==> config.mk <==
export PLATFORM = sky130hd
export DESIGN_NAME = gci_hub_node_arbiter
export DESIGN_NICKNAME = d
export VERILOG_FILES = /design/src/rtl/gci_hub_pkg.sv /design/src/rtl/gci_hub_rr_pick.sv /design/src/rtl/gci_hub_node_arbiter.sv
export SDC_FILE = /design/constraint.sdc
export NUM_CORES = 1
export LEC_CHECK = 0
export CORE_UTILIZATION = 58
export CTS_BUF_LIST = sky130_fd_sc_hd__clkbuf_2 sky130_fd_sc_hd__clkbuf_4 sky130_fd_sc_hd__clkbuf_8
export CTS_CLUSTER_DIAMETER = 50
export DETAILED_ROUTE_END_ITERATION = 10
export PLACE_DENSITY = 0.92
export SYNTH_ARGS = -nofsm -noshare
export SYNTH_HDL_FRONTEND = slang
export SYNTH_HIERARCHICAL = 1
export SYNTH_SLANG_ARGS = --single-unit
==> constraint.sdc <==
create_clock -name iCLOCK -period 3.5 [get_ports iCLOCK]
set_input_delay 0.7 -clock iCLOCK [delete_from_list [all_inputs] [get_ports iCLOCK]]
set_output_delay 0.7 -clock iCLOCK [all_outputs]
set_load 0.05 [all_outputs]
==> src/rtl/gci_hub_pkg.sv <==
// Shared definitions for the GCI hub node arbiter: FSM encoding, node count,
// credit width and a one-hot helper.
package gci_hub_pkg;

   typedef enum logic [1:0] {
      IDLE   = 2'd0,
      RELOAD = 2'd1,
      GRANT  = 2'd2
   } arbState_t;

   localparam int NODE_COUNT = 4;
   localparam int CREDIT_W   = 9;

   function automatic logic [NODE_COUNT-1:0] oneHot(input logic [1:0] idx);
      logic [NODE_COUNT-1:0] vec;
      vec      = '0;
      vec[idx] = 1'b1;
      return vec;
   endfunction

endpackage

==> src/rtl/gci_hub_rr_pick.sv <==
// Combinational round-robin search: first eligible node in the order
// last+1, last+2, last+3, last (mod 4).
module gci_hub_rr_pick
   import gci_hub_pkg::*;
(
   input  logic [NODE_COUNT-1:0] eligible,
   input  logic [1:0]            last,
   output logic                  found,
   output logic [1:0]            index
);

   // Walk the order backwards so the earliest candidate overwrites later ones.
   always_comb begin
      found = 1'b0;
      index = 2'd0;
      for (int k = NODE_COUNT; k >= 1; k--) begin
         if (eligible[last + 2'(k)]) begin
            found = 1'b1;
            index = last + 2'(k);
         end
      end
   end

endmodule

==> src/rtl/gci_hub_node_arbiter.sv <==
// Credit-weighted round-robin arbiter for the four GCI nodes sharing the hub's
// downstream path, with a watchdog that revokes grants held too long.
module gci_hub_node_arbiter
   import gci_hub_pkg::*;
#(
   parameter logic [15:0] P_TIMEOUT = 16'd1024
)
(
   input  logic       iCLOCK,
   input  logic       iRESET_SYNC,
   input  logic       iNODE1_REQ,
   input  logic       iNODE2_REQ,
   input  logic       iNODE3_REQ,
   input  logic       iNODE4_REQ,
   input  logic [7:0] iNODE1_PRIORITY,
   input  logic [7:0] iNODE2_PRIORITY,
   input  logic [7:0] iNODE3_PRIORITY,
   input  logic [7:0] iNODE4_PRIORITY,
   input  logic       iRELEASE,
   output logic [3:0] oGRANT,
   output logic       oGRANT_VALID,
   output logic [1:0] oGRANT_ID,
   output logic       oTIMEOUT
);

   localparam bit          WATCHDOG_ON  = (P_TIMEOUT != 16'd0);
   localparam logic [15:0] TIMEOUT_LAST = P_TIMEOUT - 16'd1;

   arbState_t             state, nextState;
   logic [CREDIT_W-1:0]   credit [NODE_COUNT];
   logic [CREDIT_W-1:0]   nextCredit [NODE_COUNT];
   logic [1:0]            lastIdx, nextLast;
   logic [15:0]           holdCnt, nextHold;
   logic [NODE_COUNT-1:0] grantR, nextGrant;
   logic                  validR, nextValid;
   logic [1:0]            idR, nextId;
   logic                  timeoutR, nextTimeout;

   logic [NODE_COUNT-1:0] req;
   logic [7:0]            prio [NODE_COUNT];
   logic [NODE_COUNT-1:0] eligible;
   logic                  pickFound;
   logic [1:0]            pickIdx;
   logic                  timeoutHit;

   assign req     = {iNODE4_REQ, iNODE3_REQ, iNODE2_REQ, iNODE1_REQ};
   assign prio[0] = iNODE1_PRIORITY;
   assign prio[1] = iNODE2_PRIORITY;
   assign prio[2] = iNODE3_PRIORITY;
   assign prio[3] = iNODE4_PRIORITY;

   always_comb begin
      for (int k = 0; k < NODE_COUNT; k++) begin
         eligible[k] = req[k] && (credit[k] != '0);
      end
   end

   gci_hub_rr_pick uPick (
      .eligible (eligible),
      .last     (lastIdx),
      .found    (pickFound),
      .index    (pickIdx)
   );

   // holdCnt counts edges already spent in GRANT, so hitting P_TIMEOUT-1 here
   // means the grant has been visible for exactly P_TIMEOUT cycles.
   assign timeoutHit = WATCHDOG_ON && (holdCnt == TIMEOUT_LAST);

   always_comb begin
      nextState   = state;
      nextCredit  = credit;
      nextLast    = lastIdx;
      nextHold    = holdCnt;
      nextGrant   = grantR;
      nextId      = idR;
      nextTimeout = 1'b0;
      case (state)
         IDLE: begin
            if (pickFound) begin
               nextGrant           = oneHot(pickIdx);
               nextId              = pickIdx;
               nextCredit[pickIdx] = credit[pickIdx] - 9'd1;
               nextLast            = pickIdx;
               nextHold            = 16'd0;
               nextState           = GRANT;
            end else if (|req) begin
               nextState = RELOAD;
            end
         end
         RELOAD: begin
            // Weight of 0 still yields one grant per round.
            for (int k = 0; k < NODE_COUNT; k++) begin
               nextCredit[k] = {1'b0, prio[k]} + 9'd1;
            end
            nextState = IDLE;
         end
         GRANT: begin
            nextHold = (holdCnt == 16'hFFFF) ? holdCnt : holdCnt + 16'd1;
            if (iRELEASE) begin
               nextGrant = '0;
               nextId    = 2'd0;
               nextState = IDLE;
            end else if (timeoutHit) begin
               nextGrant   = '0;
               nextId      = 2'd0;
               nextTimeout = 1'b1;
               nextState   = IDLE;
            end
         end
         default: begin
            nextGrant = '0;
            nextId    = 2'd0;
            nextState = IDLE;
         end
      endcase
      nextValid = |nextGrant;
   end

   always_ff @(posedge iCLOCK) begin
      if (iRESET_SYNC) begin
         state    <= IDLE;
         lastIdx  <= 2'd3;
         holdCnt  <= 16'd0;
         grantR   <= '0;
         validR   <= 1'b0;
         idR      <= 2'd0;
         timeoutR <= 1'b0;
         for (int k = 0; k < NODE_COUNT; k++) begin
            credit[k] <= '0;
         end
      end else begin
         state    <= nextState;
         lastIdx  <= nextLast;
         holdCnt  <= nextHold;
         grantR   <= nextGrant;
         validR   <= nextValid;
         idR      <= nextId;
         timeoutR <= nextTimeout;
         for (int k = 0; k < NODE_COUNT; k++) begin
            credit[k] <= nextCredit[k];
         end
      end
   end

   assign oGRANT       = grantR;
   assign oGRANT_VALID = validR;
   assign oGRANT_ID    = idR;
   assign oTIMEOUT     = timeoutR;

endmodule

Word-level counts from Yosys, hierarchy flattened
Cells that the tools add are included. Widths: inputs -> output; s select.

$add $sub $neg: 9. Multiply operators: 0. Div/mod/pow operators: 0. $lt $le $gt $ge: 8. Equal/unequal tests: 8. Shift operators: 0. Multiplexer cells: 41. Bitwise gates (word level): 3. Reduce and logical (&&, ||, !) cells: 21.

Operator list (count): $pmux 36 s2 (1); $add 8x1->9 const B (4); $bwmux 36 (1); $mux 36 (1); $reduce_bool 9->1 (4); $mux 16 (2); $pmux 16 s2 (1); $mux 9 (3); $bmux 9 s2 (1); $demux 9 s2 (1); $mux 2 (9); $add 16x1->16 const B (1); $eq 16x10->1 const B (1); $eq 16x16->1 const B (1); $lt 2x3->1 const B (5); $mux 4 (3); $pmux 4 s3 (1); $mux 1 (10); $sub 9x1->9 const B (1); $bmux 1 s2 (4); $reduce_or 4->1 (2); $logic_and 1x1->1 (6); $ne 3x3->1 const B (2); $pmux 2 s3 (1); other kinds (17) (24).

Register bits after elaboration: 64. Latch bits: 0. Memory bits (writable): 0. Bits in read-only memories: 0. Output and inout bits: 8. Memories: 0.

Depth between registers and ports, before layout
Gate-level depths: netlist (run 1).

Depth after elaboration: 16. Gate-level depth with buffers: 14. Gate-level depth less buffers: 12.

By module
Netlist (run 1), hierarchy kept.

By module, submodules not included: gci_hub_node_arbiter (times used 1, cells each 480, area each 3922.5 um2, sequential area each 1281.2 um2); gci_hub_rr_pick (times used 1, cells each 14, area each 91.3 um2, sequential area each 0.0 um2).

Worst setup path after synthesis (run 1)
No wires, ideal clock.

Path kind: input to register. Start: input port iNODE4_REQ. End: register credit[25] in the netlist's numbering. Library setup time: 0.117 ns. Arrival time: 3.190 ns. Data required time: 3.383 ns. Setup slack: 0.193 ns. Cell stages on the path: 11. Path buffers: 1. Path through: inv_1 > a31oi_1 > and2b_1 > a21oi_2 > o221ai_2 > buf_6 > mux4_2 > or3_4 > or3_4 > xnor2_2 > a32o_1.

Longest elaborated chain between the ends: 15.

RTL lines: start, declared (line gci_hub_node_arbiter.sv:14) `input logic iNODE4_REQ,`; $logic_and 1x1->1 (*) (line gci_hub_node_arbiter.sv:54) `eligible[k] = req[k] && (credit[k] != '0);`; named net eligible[3] (line gci_hub_node_arbiter.sv:41) `logic [NODE_COUNT-1:0] eligible;`; $bmux 1 s2 (line gci_hub_rr_pick.sv:17) `if (eligible[last + 2'(k)]) begin`; $mux 1 (implied by the code) (line gci_hub_rr_pick.sv:17); $mux 2 (3 in a row) (line gci_hub_rr_pick.sv:17); $mux 2 (*) (line gci_hub_rr_pick.sv:17); named net pickIdx[0] (line gci_hub_node_arbiter.sv:43) `logic [1:0] pickIdx;`; $not 2->3 (implied by the code) (*) (line gci_hub_node_arbiter.sv:82) `nextCredit[pickIdx] = credit[pickIdx] - 9'd1;`; $bmux 9 s2 (tied with other cells) (line gci_hub_node_arbiter.sv:82); $mux 9 (implied by the code) / $logic_and 1x1->1 (equally long branches) (line gci_hub_node_arbiter.sv:82); $mux 9 (implied by the code) (line gci_hub_node_arbiter.sv:82); $sub 9x1->9 / $demux 9 s2 (equally long branches) (line gci_hub_node_arbiter.sv:82); $bwmux 36 (*) (line gci_hub_node_arbiter.sv:82); $mux 36 (*) (line gci_hub_node_arbiter.sv:79) `if (pickFound) begin`; $pmux 36 s2 (*) (line gci_hub_node_arbiter.sv:77) `case (state)`; end signal, assigned by index (line gci_hub_node_arbiter.sv:140) `credit[k] <= nextCredit[k];`; end, declared (line gci_hub_node_arbiter.sv:30) `logic [CREDIT_W-1:0] credit [NODE_COUNT];`.

The timed path passes the listed nets; every way through them passes the cells marked *. The select of a mux whose other input is x is not followed. A chain may end at the register's enable or synchronous reset.

Final worst setup path (run 1)
Start: register credit[17] in the netlist's numbering. End: register credit[17] in the netlist's numbering.

Longest elaborated chain between the ends: 16.

RTL lines (line): $reduce_bool 9->1 (*) (gci_hub_node_arbiter.sv:54); $logic_and 1x1->1 (*) (gci_hub_node_arbiter.sv:54); named net eligible[2] (gci_hub_node_arbiter.sv:41); $bmux 1 s2 (gci_hub_rr_pick.sv:17); $mux 1 (implied by the code) (gci_hub_rr_pick.sv:17); $mux 2 (3 in a row) (gci_hub_rr_pick.sv:17); $mux 2 (*) (gci_hub_rr_pick.sv:17); named net pickIdx[0] (gci_hub_node_arbiter.sv:43); $not 2->3 (implied by the code) (*) (gci_hub_node_arbiter.sv:82); $bmux 9 s2 (tied with other cells) (gci_hub_node_arbiter.sv:82); $mux 9 (implied by the code) / $logic_and 1x1->1 (equally long branches) (gci_hub_node_arbiter.sv:82); $mux 9 (implied by the code) (gci_hub_node_arbiter.sv:82); $sub 9x1->9 / $demux 9 s2 (equally long branches) (gci_hub_node_arbiter.sv:82); $bwmux 36 (*) (gci_hub_node_arbiter.sv:82); $mux 36 (*) (gci_hub_node_arbiter.sv:79); $pmux 36 s2 (*) (gci_hub_node_arbiter.sv:77).

Marked as above.

==> out/results.txt, run 1 <==
Status -> complete, but fails checks
Failing checks -> setup timing
N_diodes -> 0
Max-slew violations -> 0
Largest net degree at the start of global routing -> 36
Critical Path Fanout Max -> 8
Vias in the first global route -> 4425
Die Width -> 85.2 um
Pwr/cell area -> 1050 nW/um2
Yosys warns -> 6
Post-route clock skew -> 0.00853 ns
Min-delay worst type -> flip-flop to flip-flop
Share of layout cells above drive strength 1 -> 23.0%
Met1 GRT Util -> 50.2%
Die Area -> 7260 um2
CP arrival -> 3.85 ns
CP max-delay cell -> mux4_2
Worst setup path class -> flip-flop to flip-flop
DR pass1 iterations -> 5
Number of enable flip-flop cells after synthesis -> 0
Peak supply drop -> 0.580 mV
Crit path capture type -> flip-flop
Clock Latency Late Sink -> 0.36 ns
Worst Tran Pin Value -> 1.10 ns
Via density -> 6.92
Critical Path Source Type -> flip-flop
Slowest stage delay, CP -> 0.58 ns
Hold Fails Final Rpt -> 0
Hold buffers post-CTS -> 0
Crit path top cell by count -> buf_4
Initial Util -> 61.5%
Setup slack after layout -> -0.0861 ns
Most common cell after layout, fill and taps aside -> buf_4
Syn nets -> 539
Detailed-route wire length -> 14700 um
Boundary Pins -> 47
Final worst-path cycle share -> 102%
Area Growth Syn to Fin -> 36.8%
Asr flop ratio synth -> 0%
Dpl ws -> -0.654 ns
RePlAce Congestion -> 0.960
Clock transition at path regs -> 0.07 ns
Lkg Pwr -> 2.05 nW
CTS tree -> built
Max-cap viol count -> 0
Top delay family on crit path -> simple AND/OR/NAND/NOR gates
Register area share after synthesis -> 31.9%
Synthesized cell area -> 4010 um2
TritonCTS buffer count -> 9
Final min period -> 3.59 ns
CP cell instances -> nor4_4, a41oi_2, and2b_2, a21oi_4, o221ai_4, mux4_2, or3_4, buf_4, nor3_2, buf_4, buf_4, nand4b_1, o211ai_1
Layout Utilization -> 84.1%
Vias -> 4711
PortBufs -> 46
Crit path buf inv count -> 3
Antenna viol nets, final -> 0
Most Crowded Layer GR -> met2
Post-synthesis register bit count -> 64
Yosys cell types -> 66
Syn Area/Cell -> 8.13 um2
Final nets -> 644
Cells after synthesis -> 494
DR DRC count -> 0
Sink Count -> 64
Grt ovf -> 0
Longest Clk Path Bufs -> 2
H-tree depth -> 3
Fmax -> 279 MHz
Hpwl dp -> 10000 um
First-pass GRT wire length -> 22600 um
Initial DRC Count -> 733
Max_slew headroom -> 26.4%
CP required -> 3.76 ns
Site row count -> 29
Met2 Use GR -> 64.4%
Wire length per cell -> 21.5 um
All-Layer GR Usage -> 40.9%
Final setup vio count -> 4
Unrepaired setup endpoints after global routing -> yes
Post-synth top flop -> dfxtp_1
Root Buffer -> clkbuf_8
Die Ht -> 85.2 um
Most frequent cells in the layout -> 71 x buf_4, 62 x dfxtp_1, 46 x nor2_1
Core ar. -> 6530 um2
Initial antenna violation count -> 0
Met3 usage -> 11.7%
-- layer usage --
| metal | wire [um] | vias up | part of all wire, % |
|---|---|---|---|
| met3 | 2020 | 89 | 14 |
| met4 | 786 | 0 | 5.4 |
| met5 | 0 | - | 0 |
| li1 | - | 2050 | - |
| met2 | 6630 | 415 | 45 |
| met1 | 5240 | 2157 | 36 |
-- final cells by class --
class                      count  area [um2]
clock inverter                 7         120
clock buffer                   9         124
timing repair buffer         120        1030
sequential                    64        1280
inverter                      16        60.1
multi-input combinational    388        2780
fill                         384        1040
tap                           77        96.3
-- worst paths after layout --
check                                     to  slack [ns]  depth (start not counted)          from
worst max register to register    credit[17]       -0.09                         13    credit[17]
worst min register to register  oGRANT_ID[0]        0.48                          2  oGRANT_ID[0]
worst min-delay path            oGRANT_ID[0]        0.48                          2  oGRANT_ID[0]
worst max-delay path              credit[17]       -0.09                         13    credit[17]
-- kinds of logic after synthesis --
family	count (synthesis)	synth area share, %
xor gates and xnor gates	41	9.13
DFF	64	31.9
AOI/OAI and AO/OA	125	20.6
adders and majority gates	6	1.87
buffers and inverters	42	4.33
muxes	12	5.80
and+or+nand+nor	204	26.4
-- tightest hold or removal path, stage by stage (launching register included) --
cell and delay [ns]:
dfxtp_1 0.31, o21ai_0 0.06, a21oi_1 0.06
-- report_power, final --
group	total (mW)	switching [mW]	internal, mW
logic	3.93	2.20	1.73
clock network	0.793	0.319	0.474
registers	1.05	0.175	0.873
total	5.77	2.69	3.07
-- timing repair --
item                                    in CTS  in global routing
endpoints found under the setup margin      28                 28
setup buffers                                5                  2
resized for setup                           25                 17
pin swaps                                    7                  7
-- state kept, by name, indices dropped and copies added (netlist names) --
| signal | cells |
|---|---|
| oGRANT_VALID | 1 |
| holdCnt | 16 |
| credit | 36 |
| oGRANT | 4 |
| oTIMEOUT | 1 |
| state | 2 |
| lastIdx | 2 |
| oGRANT_ID | 2 |
-- synth_stat cells, types with 3 or more instances --
library cell	number	area (um2)
a22oi_1	3	22.5
or4_1	4	30.0
nor2_1	46	173
a21oi_1	40	200
a31oi_1	10	62.6
and3_1	13	81.3
and2_1	3	18.8
ha_1	6	75.1
nand4_1	4	25.0
and4_1	4	35.0
nand2b_1	5	31.3
nand3_1	34	170
mux2i_1	3	30.0
nor3_1	17	85.1
nor4_1	12	75.1
clkbuf_1	22	82.6
dfxtp_1	64	1280
a211o_1	3	26.3
mux4_2	9	203
o211ai_1	6	45.0
xor2_1	10	87.6
o21ai_0	19	95.1
o22ai_1	3	18.8
xnor2_1	30	263
nor2b_1	4	25.0
nand2_1	40	150
a211oi_1	8	60.1
inv_1	16	60.1
o31ai_1	3	22.5
nor4b_1	3	26.3
a221oi_1	4	35.0
a2111oi_0	4	35.0
-- per-stage QoR --
stage | hold slack (ns) | setup TNS [ns] | area, um2 | cells | total power [mW]
2_1_floorplan | 0.456 | 0 | 4010 | 494 | 2.95
3_3_place_gp | 0.464 | -12.35 | 4990 | 659 | 4.21
3_5_place_dp | 0.470 | -14.74 | 4990 | 659 | 4.30
4_1_cts | 0.479 | 0 | 5390 | 679 | 5.38
5_1_grt | 0.526 | -0.659 | 5490 | 681 | 5.97
6_report | 0.481 | -0.264 | 5490 | 681 | 5.77
Note: power is estimated with default switching activity, not from simulation.
==> run 2, diff against run 1 <==
--- a/config.mk
+++ b/config.mk
@@ -8,6 +8,7 @@
 export CORE_UTILIZATION = 58
 export CTS_BUF_LIST = sky130_fd_sc_hd__clkbuf_2 sky130_fd_sc_hd__clkbuf_4 sky130_fd_sc_hd__clkbuf_8
 export CTS_CLUSTER_DIAMETER = 50
+export CTS_CLUSTER_SIZE = 30
 export DETAILED_ROUTE_END_ITERATION = 10
 export PLACE_DENSITY = 0.92
 export SYNTH_ARGS = -nofsm -noshare
==> results of run 2 <==
The final DEF is identical to that of run 1; final timing and power are the same.
==> edit, RTL diff (config.mk and constraints of run 2) <==
The output `oTIMEOUT` loses its register stage (`timeoutR` becomes a continuous assignment).
--- a/src/rtl/gci_hub_node_arbiter.sv
+++ b/src/rtl/gci_hub_node_arbiter.sv
@@ -126,3 +126,2 @@
          idR      <= 2'd0;
-         timeoutR <= 1'b0;
          for (int k = 0; k < NODE_COUNT; k++) begin
@@ -137,3 +136,2 @@
          idR      <= nextId;
-         timeoutR <= nextTimeout;
          for (int k = 0; k < NODE_COUNT; k++) begin
@@ -143,2 +141,4 @@
    end
+
+   assign timeoutR = nextTimeout;
 
Formal check against the unedited RTL: no difference found for any inputs over 10 cycles, from zero or initial values and one cycle with iRESET_SYNC high; that may be too few to reach the edited logic, so the function may still have changed.
==> edit against run 2 <==
- the run still ends with setup timing left
- utilization down 0.89 points
- cell count shrank 2.2%
- clock power down 9.0%
- sequential cell count shrank 1
- cell area shrank 3.3%
- first-iteration DRC count decreased by 45%
- combinational power up 5%
- area after synthesis shrank 3.9%
- total power increased by 2.1%
- routed wire length down 4.1%
- maximum frequency rose by 2.1%
- setup slack better by 0.073 ns
==> edit: results (changes against run 2) <==
| Metric | Value |
|---|---|
| Final clock-cell share | 0.0417 (-0.00274) |
| DR vias | 4528 (-3.9%) |
| Non-clk bufs | 114 (-5.0%) |
| Hold Startpoint | oGRANT[3]$_SDFF_PP0_ |
| Combinational power | 4.11 mW (+5%) |
| Setup bufs post-CTS | 4 (-1) |
| Sequential share of cell area | 0.238 (+0.00410) |
| Global placer's final weighted congestion | 0.997 (+3.8%) |
| Failing checks | setup timing |
| Sequential area share after synthesis | 0.327 (+0.00786) |
| Combinational Power Share | 0.697 (+0.016) |
| Max_slew headroom | 0.459 (+0.195) |
| Fraction of area in multi-input gates | 0.506 (+0.000773) |
| Nets | 629 (-2.3%) |
| XOR/XNOR Fraction of Synth Area | 0.0795 (-0.0118) |
| Synth top area cells | dfxtp_1 (33%), nor2_1 (6.3%), mux4_2 (5.3%), a21oi_1 (5.1%), xnor2_1 (5.0%) |
| Register bit total from synthesis | 63 (-1.6%) |
| Max clock buf depth | 2 (unchanged) |
| Crit Reg-Reg Startpoint | credit[5]$_SDFFE_PP0P_ |
| Worst Slack Setup Final | -0.0131 ns (+0.0730 ns) |
| Distinct cells, synth | 56 (-15%) |
| Final Skew | 0.0103 ns (+0.00179 ns) |
| Post-placement setup slack | -0.615 ns (+0.0383 ns) |
| Inverter count | 14 (-2) |
| Multi-input comb cells | 382 (-1.5%) |
| Mux contribution to synthesized area | 0.0633 (+0.00529) |
| # resized after CTS | 16 (-36%) |
| Post-synthesis compound-gate area fraction | 0.231 (+0.0253) |
| Outcome | finished with violations |
| CP Data Arrival Time | 3.77 ns (-0.08 ns) |
| Setup TNS | -0.0131 ns (+0.251 ns) |
| CP Capture Type | flip-flop |
| Register area | 1260 um^2 (-1.6%) |
| Fillcell total | 387 (+0.78%) |
| Wire length per cell | 21.1 um (-1.9%) |
| R2R cell count | 14 (+1) |
| Largest net degree at the start of global routing | 46 (+28%) |
| Hold EP | oGRANT[3]$_SDFF_PP0_ |
| Int Pwr | 3.13 mW (+1.7%) |
| DR iter-0 viols | 403 (-45%) |
| Crit Path Max Fanout | 7 (-1) |
| Hpwl dp | 9550 um (-4.7%) |
| Dpl cell area | 4790 um^2 (-3.9%) |
| Peak supply drop | 0.000855 V (+47%) |
| Final setup vio count | 1 (-3) |
| Number of global-route vias before repair | 4193 (-5.2%) |
| Syn nets | 526 (-2.4%) |
| Fraction of area in non-clock buffers | 0.186 (-0.00168) |
| Leakage power | 2.05 nW (about the same) |
edit: cell types whose count changed after synthesis, moves of 5 or more:
cell / run 2 / this run
and3_1: 13 / 8
o21a_1: 1 / 6
xnor2_1: 30 / 22
nor4_1: 12 / 7
a221oi_1: 4 / 9
nor2_1: 46 / 65
nand3_1: 34 / 20
edit: worst register-to-register path: cells and delay by family, from the launching register on:
kind	cells	cell delay, ns
mux	1	0.42
compound gates	4	0.69
simple gates	5	1.31
buf+inv	4	0.66
flops	1	0.34
edit: routing by layer:
metal / GRT usage / vias up / routed length (um)
li1: - / 1991 / -
met2: 0.625 / 327 / 6430
met4: 0.219 / 0 / 1040
met5: 0 / - / 0
met3: 0.0811 / 110 / 1430
met1: 0.465 / 2100 / 5170
edit: stage by stage:
stage	hold slack, ns	instances
after floorplan	0.449	481
final	0.492	666
after detailed placement	0.469	642
after CTS	0.476	662
after global routing	0.516	666
after global placement	0.464	642
